[config.mk]
export PLATFORM = sky130hd
export DESIGN_NAME = reg_wr_arbiter
export DESIGN_NICKNAME = d
export VERILOG_FILES = /design/src/rtl/reg_wr_arbiter.sv
export SDC_FILE = /design/constraint.sdc
export NUM_CORES = 1
export LEC_CHECK = 0
export CORE_AREA = 3 3 54 68
export DETAILED_ROUTE_END_ITERATION = 6
export DIE_AREA = 0 0 57 71
export GPL_TIMING_DRIVEN = 0
export SLEW_MARGIN = 20
export SYNTH_ARGS = -nofsm -noshare
export SYNTH_HDL_FRONTEND = slang
export SYNTH_SLANG_ARGS = --single-unit
export TNS_END_PERCENT = 1
[constraint.sdc]
create_clock -name clk -period 2.3 [get_ports clk]
set_clock_uncertainty 0.15 [all_clocks]
set_input_delay 0.345 -clock clk [delete_from_list [all_inputs] [get_ports clk]]
set_output_delay 0.345 -clock clk [all_outputs]
set_load 0.02 [all_outputs]
[src/rtl/reg_wr_arbiter.sv]
// Round-robin write arbiter in front of a single enabled data register.
// A grant captures the winner's data and drives the register for exactly one cycle.
module reg_wr_arbiter #(
  parameter int NREQ = 4,
  parameter int SIZE = 8
) (
  input  logic                 clk,
  input  logic                 rst,
  input  logic [NREQ-1:0]      req,
  input  logic [NREQ*SIZE-1:0] wdat,
  output logic [NREQ-1:0]      gnt,
  output logic                 busy,
  output logic                 reg_ena,
  output logic [SIZE-1:0]      reg_idat
);

  localparam int PW = $clog2(NREQ);

  typedef enum logic {
    IDLE  = 1'b0,
    WRITE = 1'b1
  } state_t;

  state_t          state_q, state_d;
  logic [PW-1:0]   ptr_q, ptr_d;
  logic [PW-1:0]   win_q, win_d;
  logic [NREQ-1:0] gnt_q, gnt_d;
  logic            busy_q, busy_d;
  logic            reg_ena_q, reg_ena_d;
  logic [SIZE-1:0] reg_idat_q, reg_idat_d;

  logic [SIZE-1:0] wdat_a [NREQ];
  logic            found;
  logic [PW-1:0]   win;
  logic [PW:0]     cand;

  for (genvar i = 0; i < NREQ; i++) begin : g_slice
    assign wdat_a[i] = wdat[i*SIZE +: SIZE];
  end

  // First set request at or after ptr, wrapping modulo NREQ (NREQ need not be a power of two).
  always_comb begin
    found = 1'b0;
    win   = '0;
    cand  = '0;
    for (int off = 0; off < NREQ; off++) begin
      cand = {1'b0, ptr_q} + (PW+1)'(off);
      if (cand >= (PW+1)'(NREQ)) cand = cand - (PW+1)'(NREQ);
      if (!found && req[cand[PW-1:0]]) begin
        found = 1'b1;
        win   = cand[PW-1:0];
      end
    end
  end

  always_comb begin
    state_d    = state_q;
    ptr_d      = ptr_q;
    win_d      = win_q;
    gnt_d      = '0;
    busy_d     = 1'b0;
    reg_ena_d  = 1'b0;
    reg_idat_d = reg_idat_q;
    case (state_q)
      IDLE: begin
        if (found) begin
          state_d    = WRITE;
          win_d      = win;
          gnt_d      = {{(NREQ-1){1'b0}}, 1'b1} << win;
          busy_d     = 1'b1;
          reg_ena_d  = 1'b1;
          reg_idat_d = wdat_a[win];
        end
      end
      WRITE: begin
        // req is ignored here: a granted write always completes.
        state_d = IDLE;
        ptr_d   = (win_q == PW'(NREQ-1)) ? '0 : win_q + 1'b1;
      end
      default: state_d = IDLE;
    endcase
  end

  always_ff @(posedge clk or posedge rst) begin
    if (rst) begin
      state_q    <= IDLE;
      ptr_q      <= '0;
      win_q      <= '0;
      gnt_q      <= '0;
      busy_q     <= 1'b0;
      reg_ena_q  <= 1'b0;
      reg_idat_q <= '0;
    end else begin
      state_q    <= state_d;
      ptr_q      <= ptr_d;
      win_q      <= win_d;
      gnt_q      <= gnt_d;
      busy_q     <= busy_d;
      reg_ena_q  <= reg_ena_d;
      reg_idat_q <= reg_idat_d;
    end
  end

  assign gnt      = gnt_q;
  assign busy     = busy_q;
  assign reg_ena  = reg_ena_q;
  assign reg_idat = reg_idat_q;

endmodule

Word level (Yosys, flattened, before mapping)
Index checks and enable logic that the tools add are counted.
- register bits after elaboration: 18
- input bits: 38
- output and inout bits: 14
- word-level logic and storage cells: 63
- add/sub/neg operators: 8
- magnitude comparators: 9
- equality and inequality tests: 1
- shift operators: 1
- mux-type cells: 29
- bitwise operators: 2
- reductions and logical operators: 7
- operators with widths (cell ; count):
    $mux 2 ; 9
    $bmux 8 s2 ; 1
    $mux 8 ; 2
    $ge 3x3->1 const B ; 4
    $lt 2x3->1 const B ; 4
    $mux 1 ; 10
    $bmux 1 s2 ; 4
    $mux 4 ; 2
    $sub 2x1->2 const B ; 4
    $add 2x2->3 const B ; 2
    $shl 1x2->4 const A ; 1
    $add 2x1->3 const B ; 1
    $ge 2x3->1 const B ; 1
    $logic_and 1x1->1 ; 3
    $logic_not 1->1 ; 3
    $not 2->3 ; 1
    $add 2x1->2 const B ; 1
    $eq 2x2->1 const B ; 1
    $pmux 1 s2 ; 1
    $reduce_and 2->1 ; 1
    $not 1->1 ; 1

Longest topological paths before layout
Gate-level depths: netlist (run 1).
- depth in word-level cells: 18
- depth in mapped cells: 6
- mapped depth without buffers: 5

Worst setup path before layout (run 1)
OpenSTA, ideal clock, no wires.
- path kind: input -> register
- from: input port req[2]
- to: register reg_idat_q[6], in the netlist reg_idat[6]
- setup time: 0.140 ns
- data arrival time: 1.350 ns
- required time: 2.010 ns
- path slack: 0.661 ns
- cell stages on the path: 6
- buffers on the path: 1
- cell sequence: nor2b_4 a21o_1 a211o_1 buf_6 mux2i_1 o221ai_1
- word-level cells in the longest chain between the ends: 16
- elaborated cells on any way between the ends: 27
- classes of those cells: mux (19); bitwise (1); reduce/logical (7)
- ends and longest elaborated chain (element ; RTL line ; RTL):
    start, declared ; 9 ; input logic [NREQ-1:0] req,
    $bmux 1 s2 ; 49 ; if (!found && req[cand[PW-1:0]]) begin
    $mux 1 (not written as such) ; 49 ;
    $mux 1 ; 49 ;
    $logic_not 1->1 ; 49 ;
    $logic_and 1x1->1 ; 49 ;
    $mux 1 ; 49 ;
    $logic_not 1->1 ; 49 ;
    $logic_and 1x1->1 ; 49 ;
    $mux 1 ; 49 ;
    $logic_not 1->1 ; 49 ;
    $logic_and 1x1->1 ; 49 ;
    $mux 2 ; 49 ;
    $not 2->3 (not written as such) ; 72 ; reg_idat_d = wdat_a[win];
    $bmux 8 s2 ; 72 ;
    $mux 8 (not written as such) (2 in series) ; 72 ;
    end signal, assigned ; 100 ; reg_idat_q <= reg_idat_d;
    end, declared ; 30 ; logic [SIZE-1:0] reg_idat_q, reg_idat_d;
Parallel ways exist; a longest one is shown, timed or not. The select of a mux whose other input is x is not followed.
A chain may end at the register's enable or synchronous reset.

Worst setup path in the final report (run 1)
- from: input port req[1]
- to: register reg_idat_q[3], in the netlist reg_idat[3]
Same word-level chain as after synthesis.

==> results.md, run 1 <==
* Pwr Density at roughly 1000 nW/µm²
* Area contributors post-synth: dfrtp_1, mux2i_1, o221ai_1, nand2_1, buf_6
* Worst vdd ir at about 470 µV
* Switch Pwr at slightly below 0.6 mW
* Seq pwr share at 0.323
* Initial antenna violation count at 0
* Initial Utilization at 0.287
* First-pass GRT wire length at roughly 3.8 mm
* Pre-Repair DR Iteration Count at 4
* Die height at between 70 and 80 µm
* Syn nets at approximately 120
* Die W at roughly 57 µm
* GPL Wtd Cong at 0.730
* WP data arrival at between 2000 and 2500 ps
* Synth top area share at 0.468
* GRT Resource Usage Total at 0.122
* # DRC at 0
* Total grt overflow at 0
* IO buf count at between 50 and 60
* Final setup violation count at 0
* Vias per cell at 4.85
* Crit Reg-Reg Startpoint: ptr_q[1]
* Final hold violations at 0
* Fill count at 310
* Multi-input gate area at approximately 430 µm²
* # resized after CTS at 0
* Nets at 180
* Comb power frac at 0.538
* Die ar. at between 4000 and 5000 µm²
* Post-route ant nets at 0
* Worst reg-to-reg path cell count at 4
* Max-slew violations at 0
* FF+latch area at approximately 430 µm²
* Synth area leader: dfrtp_1
* Clock Power Share at 0.139
* Drt initial violations at 10
* Area grow syn2layout at 66.4%
* Cell area after synthesis at 908 µm²
* CTS root buf: clkbuf_8
* Hold Path Class: primary input to asynchronous set/reset pin
* P_int at slightly below 1 mW
* CTS tree: built
* Yosys reg bits at 17
* F_max at 0.491 GHz
* Worst setup margin at around 260 ps
* Fin crit period at approximately 2000 ps
* Slew margin rel. at 0.574
* Avg Synthesized Cell Area at roughly 11 µm²
* Core Util, Final at 0.477
* Worst Path Required at 2310 ps
* Wire per inst at 14.0 µm
* Ports at 52
* Largest net degree at the start of global routing at 18
* Sw frac at 0.379
* CP Class: primary input to register
* Post-CTS setup buffers at 0
* Final period util at 0.886
* Capture point of the worst reg-to-reg path: reg_idat[3]
* Outcome: finished clean
* RSZ-0062 raised after global routing: no
* HPWL after detailed placement at roughly 1.9 mm
* Post-synth cell types at 21
* R2R Setup Slk at ~510 ps
* Mapped Cells at 85
* CTS H-tree depth at 1
* # rows at 23
* CTS Buf Count at 3
* Total number of vias at between 800 and 900
* Crit path max fanout at 8
* Layout cell share with drive strength beyond 1 at 0.0643
* Total wire length at around 2.5 mm
* Worst-skew pair later-pin latency at 250 ps
* Hold-fix buffers, CTS at 0
* CTS Buffer Depth at 2
* Measured slew at the worst slew-check pin at 638 ps
* Post-route insts no fill at 177
* Vias in the first global route at around 850
* Area after DPL at between 1000 and 1500 µm²
* LEAKAGE at ~0.69 nW
* Max-cap violations at 0
* Worst Setup Start Kind: primary input
* Synth warn at 0
* CTS clk-pin slew, worst paths at roughly 60 ps
* CP Capture Type: register
* Ant diodes at 0
* CTS sink count at 17
* Hold_ws at around 330 ps
* Core Box Area at 3170 µm²
* Post-place setup slack at -29.5 ps
* Sequential area share after synthesis at 0.468
* Placed cell count at around 170
* Final Instance Area at roughly 1500 µm²
sequential cells by signal, indices dropped and copies added, names as in the netlist:
signal    flops
reg_idat      8
win_q         2
ptr_q         2
gnt           4
reg_ena       1
how the worst max path moves through the flow:
stage               startpoint     endpoint  slack [ps]  cells past startpoint
floorplan               req[2]  reg_idat[6]         660                      6
global placement        req[1]  reg_idat[0]          20                      6
detailed placement      req[1]  reg_idat[5]         -30                      6
CTS                     req[1]  reg_idat[0]         250                      6
global route            req[1]  reg_idat[5]         100                      6
finish                  req[1]  reg_idat[3]         260                      6
routing by layer:
layer / routed length [µm] / global-route usage
met5: 0 / 0
met4: 42 / 0.0464
met3: 114 / 0.0310
met2: 1350 / 0.221
met1: 965 / 0.133
kinds of logic after synthesis:
| kind of cell | Yosys count | synth area share |
|---|---|---|
| AO/OA/AOI/OAI | 18 | 0.152 |
| adder cells (fa/ha/maj) | 1 | 0.0138 |
| buffers and inverters | 8 | 0.0537 |
| flip-flops | 17 | 0.468 |
| multiplexers | 17 | 0.189 |
| AND/OR/NAND/NOR | 24 | 0.124 |
cell usage after synthesis (all sizes together):
cell type,number
dfrtp,17
mux2i,16
nand2,14
o221ai,8
buf,4
inv,4
a21oi,3
nor2,3
a21o,2
and3,2
nand2b,2
nor3,2
o21ai,2
a211o,1
ha,1
mux2,1
nor2b,1
o32a,1
o32ai,1
final cells by class:
type,count,area share
Timing Repair Buffer,51,0.338
Sequential cell,17,0.281
Buffer,4,0.0224
Tap cell,37,0.0306
Multi-Input combinational cell,60,0.287
Clock buffer,3,0.0273
Inverter,4,0.00993
Clock inverter,1,0.00331
power by group through the flow:
| stage | Combinational [mW] | Clock (mW) | Sequential [mW] |
|---|---|---|---|
| 2_1_floorplan | 0.394 | 0 | 0.615 |
| 3_3_place_gp | 0.845 | 0 | 0.508 |
| 3_5_place_dp | 0.860 | 0 | 0.513 |
| 4_1_cts | 0.863 | 0.226 | 0.509 |
| 5_1_grt | 0.902 | 0.234 | 0.530 |
| 6_report | 0.845 | 0.218 | 0.508 |
stage by stage:
stage / setup TNS, ps / power [mW]
CTS: 0 / 1.60
floorplan: 0 / 1.01
global route: 0 / 1.67
finish: 0 / 1.57
global placement: 0 / 1.35
detailed placement: -51.3 / 1.37
cell usage in the layout, fill, tap and decap left out, types with 2 or more instances in the layout:
cell type / n
a21oi_1: 3
clkdlybuf4s50_1: 51
o21ai_0: 2
a21o_1: 2
inv_1: 4
nand2_1: 14
clkbuf_8: 3
buf_6: 2
dfrtp_1: 17
nand2b_1: 2
nor3_1: 2
o221ai_1: 8
nor2_1: 3
mux2i_1: 16
and3_1: 2
critical path, cell delays in order:
cell             delay (ps)
clkdlybuf4s50_1         500
nand2b_1                140
a21oi_1                  60
o32ai_1                 410
nand2_1                 320
o221ai_1                270
(Power assumes the default switching activity.)
==> inputs of run 2 (changes only) <==
--- a/config.mk
+++ b/config.mk
@@ -5,10 +5,11 @@
 export SDC_FILE = /design/constraint.sdc
 export NUM_CORES = 1
 export LEC_CHECK = 0
-export CORE_AREA = 3 3 54 68
+export CORE_AREA = 2 2 53 67
 export DETAILED_ROUTE_END_ITERATION = 6
-export DIE_AREA = 0 0 57 71
+export DIE_AREA = 0 0 55 69
 export GPL_TIMING_DRIVEN = 0
+export RECOVER_POWER = 25
 export SLEW_MARGIN = 20
 export SYNTH_ARGS = -nofsm -noshare
 export SYNTH_HDL_FRONTEND = slang
==> results.md, run 2 (synthesis gave the netlist of run 1 again) <==
* F_max at around 0.49 GHz
* CTS clk-pin slew, worst paths at roughly 60 ps
* WL met1 at about 860 µm
* Fill count at 337
* CTS Buf Count at 3
* # DRC at 0
* Pre-Repair DR Iteration Count at 4
* Capture point of the worst reg-to-reg path: reg_idat[6]
* Setup_tns at 0 ps
* Area grow syn2layout at 66.3%
* Vias in the first global route at 899
* Fin crit period at 2030 ps
* Max-cap violations at 0
* Drt initial violations at 19
* Hold-fix buffers, CTS at 0
* Pwr Density at roughly 1000 nW/µm²
* CTS sink count at 17
* LEAKAGE at slightly below 0.7 nW
* # resized after CTS at 0
* Critical path origin: req[1]
* Crit path max fanout at 8
* R2R Setup Slk at roughly 520 ps
* IO buf count at slightly above 50
* Die W at between 50 and 60 µm
* Core Box Area at about 3200 µm²
* Commonest non-fill, non-tap cell in the layout: clkdlybuf4s50_1
* Final hold violations at 0
* Die ar. at approximately 3800 µm²
* Worst vdd ir at slightly below 600 µV
* Outcome: finished clean
* Final setup violation count at 0
* CTS H-tree depth at 1
* Hold Path Class: register to register
* CTS Buffer Depth at 2
* Vias per cell at ~4.9
* Nets at 180
* CP Class: primary input to register
* Initial Utilization at 0.287
* CTS root buf: clkbuf_8
* Slew margin rel. at 0.559
* Ant diodes at 0
* WP data arrival at 2030 ps
* Final period util at 0.884
* Worst Path Required at between 2000 and 2500 ps
* RSZ-0062 raised after global routing: no
* Wire per inst at ~14 µm
* Total number of vias at approximately 860
* Worst setup margin at 266 ps
* Total grt overflow at 0
* Worst-path cell chain: clkdlybuf4s50_1 > nand2b_1 > a21oi_1 > o32ai_1 > nand2_1 > o221ai_1
* Routed wl met2 at 1.44 mm
* Post-CTS setup buffers at 0
* CTS tree: built
* Total Power at 1.57 mW
* Initial antenna violation count at 0
* Worst Setup Start Kind: primary input
* GRT Resource Usage Total at 0.141
* # rows at 23
* HPWL after detailed placement at between 1.5 and 2 mm
* Max reg flops at 8
* Total wire length at 2.49 mm
* Top layer in use: met4
* Post-route ant nets at 0
* Largest net degree at the start of global routing at 18
* Layout cell share with drive strength beyond 1 at 0.0571
* Worst Setup EP: reg_idat[5]
* CP Capture Type: register
* Worst-skew pair later-pin latency at 240 ps
* Max stage delay cell, worst path: clkdlybuf4s50_1
* Max-slew violations at 0
* First-pass GRT wire length at a little under 4 mm
* Crit Reg-Reg Startpoint: ptr_q[0]
* Slowest stage delay, CP at approximately 500 ps
* Measured slew at the worst slew-check pin at 660 ps
* GPL Wtd Cong at between 0.7 and 0.8
* Worst reg-to-reg path cell count at 6
* Most frequent cells in the layout: clkdlybuf4s50_1, dfrtp_1, mux2i_1
* Met3 Routed Length at 134 µm
* Die height at 69 µm
* Post-place setup slack at -19.5 ps
* Ports at between 50 and 60
run 2: final cells by class:
class	instances	area (µm²)	share of cell area
multi-input cells	60	434	0.287
plain buffers	4	33.8	0.0224
well taps	37	46.3	0.0307
inverters	4	15.0	0.00994
repair buffers	51	510	0.338
flip-flops and latches	17	425	0.282
clock buffers	4	45.0	0.0298
run 2: metal layers:
metal | GRT usage | vias up
li1 | - | 419
met1 | 0.144 | 412
met5 | 0 | -
met3 | 0.0303 | 4
met4 | 0.0542 | 0
met2 | 0.258 | 24
run 2: report_power, final:
group | total, mW | switching (mW) | leakage, nW | internal [mW]
combinational | 0.844 | 0.412 | 0.457 | 0.432
sequential | 0.509 | 0.0830 | 0.212 | 0.426
clock | 0.220 | 0.0971 | 0.0228 | 0.123
total | 1.57 | 0.592 | 0.692 | 0.980
run 2: critical path, delay by kind of cell:
family / cells / cell delay, ps
AO/OA/AOI/OAI: 3 / 740
AND/OR/NAND/NOR: 2 / 440
buffers and inverters: 1 / 500
run 2: how the worst min path moves through the flow:
| stage | startpoint | endpoint | cells after the start |
|---|---|---|---|
| floorplan | rst | gnt[0] | 1 |
| global placement | win_q[1] | win_q[1] | 2 |
| detailed placement | reg_idat[7] | reg_idat[7] | 2 |
| CTS | reg_idat[7] | reg_idat[7] | 2 |
| global route | reg_idat[4] | reg_idat[4] | 2 |
| finish | reg_idat[7] | reg_idat[7] | 2 |
run 2: metrics by stage:
step / instances / area (µm²) / utilization / hold WS (ps)
floorplan: 85 / 908 / - / 121
global placement: 173 / 1470 / 0.463 / 313
detailed placement: 173 / 1470 / 0.463 / 324
CTS: 177 / 1510 / 0.477 / 341
global route: 177 / 1510 / 0.477 / 360
finish: 177 / 1510 / 0.477 / 336
==> inputs of run 3 (changes only) <==
--- a/config.mk
+++ b/config.mk
@@ -6,6 +6,7 @@
 export NUM_CORES = 1
 export LEC_CHECK = 0
 export CORE_AREA = 2 2 53 67
+export CTS_BUF_LIST = sky130_fd_sc_hd__clkbuf_4 sky130_fd_sc_hd__clkbuf_8 sky130_fd_sc_hd__clkbuf_16
 export DETAILED_ROUTE_END_ITERATION = 6
 export DIE_AREA = 0 0 55 69
 export GPL_TIMING_DRIVEN = 0
==> results.md, run 3 (synthesis gave the netlist of run 1 again) <==
* Die ar. at roughly 3800 µm²
* Placed cell count at between 150 and 200
* Largest net degree at the start of global routing at 18
* Crit path max fanout at 8
* Total grt overflow at 0
* CP Capture Type: register
* # DRC at 0
* Hold depth at 2
* CTS Buf Count at 3
* Layout cell share with drive strength beyond 1 at 0.0643
* Pre-Repair DR Iteration Count at 4
* CP Class: primary input to register
* Final Instance Area at between 1500 and 2000 µm²
* Measured slew at the worst slew-check pin at about 660 ps
* Total wire length at 2.49 mm
* Post-CTS setup buffers at 0
* Final hold violations at 0
* Max reg flops at 8
* Hold_sp: reg_idat[7]
* Worst reg-to-reg path cell count at 6
* Sw frac at 0.374
* Pwr Density at between 1000 and 1500 nW/µm²
* Commonest non-fill, non-tap cell in the layout: clkdlybuf4s50_1
* Fin crit period at slightly above 2000 ps
* WP data arrival at a little over 2000 ps
* Max-slew violations at 0
* Max-cap violations at 0
* First-pass GRT wire length at between 3 and 4 mm
* Wire per inst at 14.1 µm
* LEAKAGE at 0.696 nW
* Initial Utilization at 0.287
* Clock Power Share at 0.146
* Post-route ant nets at 0
* Worst Setup Start Kind: primary input
* Worst vdd ir at about 580 µV
* Final setup violation count at 0
* Seq pwr share at 0.321
* Die height at 69 µm
* Ports at 52
* Outcome: finished clean
* Total number of vias at roughly 860
* GPL Wtd Cong at about 0.75
* CTS Buffer Depth at 2
* Core Box Area at between 3000 and 4000 µm²
* Most frequent cells in the layout: clkdlybuf4s50_1, dfrtp_1, mux2i_1
* Die W at approximately 55 µm
* Ant diodes at 0
* CTS root buf: clkbuf_8
* P_int at 0.992 mW
* Crit Reg-Reg Startpoint: ptr_q[0]
* Capture point of the worst reg-to-reg path: reg_idat[6]
* # resized after CTS at 0
* Initial antenna violation count at 0
* Area grow syn2layout at 66.7%
* Final period util at 0.884
* CTS H-tree depth at 1
* HPWL after detailed placement at just under 2 mm
* Switch Pwr at slightly below 0.6 mW
* Comb power frac at 0.533
* Hold Path Class: register to register
* R2R Setup Slk at between 500 and 600 ps
* CTS clk-pin slew, worst paths at 60 ps
* GRT Resource Usage Total at 0.141
* Setup_tns at 0 ps
* F_max at approximately 0.49 GHz
* Vias in the first global route at ~900
* Area after DPL at 1470 µm²
* Worst-skew pair later-pin latency at about 240 ps
* # rows at 23
* Vias per cell at 4.85
* Nets at 180
* Worst Path Required at about 2300 ps
* CTS tree: built
* RSZ-0062 raised after global routing: no
* IO buf count at 51
* Post-route insts no fill at 177
* Hold-fix buffers, CTS at 0
* Drt initial violations at 19
* Slew margin rel. at 0.559
* CTS sink count at 17
* WHS Endpoint: reg_idat[7]
run 3: cell types whose count changed in the layout (fill, tap and decap cells not counted):
cell	change
clkbuf_1	-1
clkbuf_4	+1
run 3: cell type report:
class	instances	area, µm²
Tap cell	37	46.3
Buffer	4	33.8
Clock buffer	4	48.8
Timing Repair Buffer	51	510
Multi-Input combinational cell	60	434
Sequential cell	17	425
Fill cell	337	1650
Inverter	4	15.0
run 3: metrics by stage:
step	total power [mW]	hold WS, ps	utilization	setup slack, ps
2_1_floorplan	1.01	121	-	661
3_3_place_gp	1.35	313	0.463	13.2
3_5_place_dp	1.37	324	0.463	-19.5
4_1_cts	1.61	341	0.478	225
5_1_grt	1.70	360	0.478	127
6_report	1.58	336	0.478	266
run 3: worst max path at each step:
stage,to,cells past startpoint,from
after detailed placement,reg_idat[5],6,req[1]
after global routing,reg_idat[5],6,req[1]
final,reg_idat[5],6,req[1]
after CTS,reg_idat[5],6,req[1]
after floorplan,reg_idat[6],6,req[2]
after global placement,reg_idat[3],6,req[1]
run 3: layer usage:
metal	part of all wire	GRT usage
met1	0.35	0.144
met2	0.58	0.258
met3	0.054	0.0303
met4	0.021	0.0542
met5	0	0
run 3: power groups by stage:
stage	clock [mW]	sequential, mW	combinational [mW]
3_3_place_gp	0	0.507	0.845
6_report	0.231	0.509	0.844
4_1_cts	0.239	0.510	0.861
5_1_grt	0.252	0.526	0.920
2_1_floorplan	0	0.615	0.394
3_5_place_dp	0	0.514	0.859
run 3: critical path: stages:
cell and delay (ps):
clkdlybuf4s50_1 500, nand2b_1 140, a21oi_1 60, o32ai_1 400, nand2_1 300, o221ai_1 280
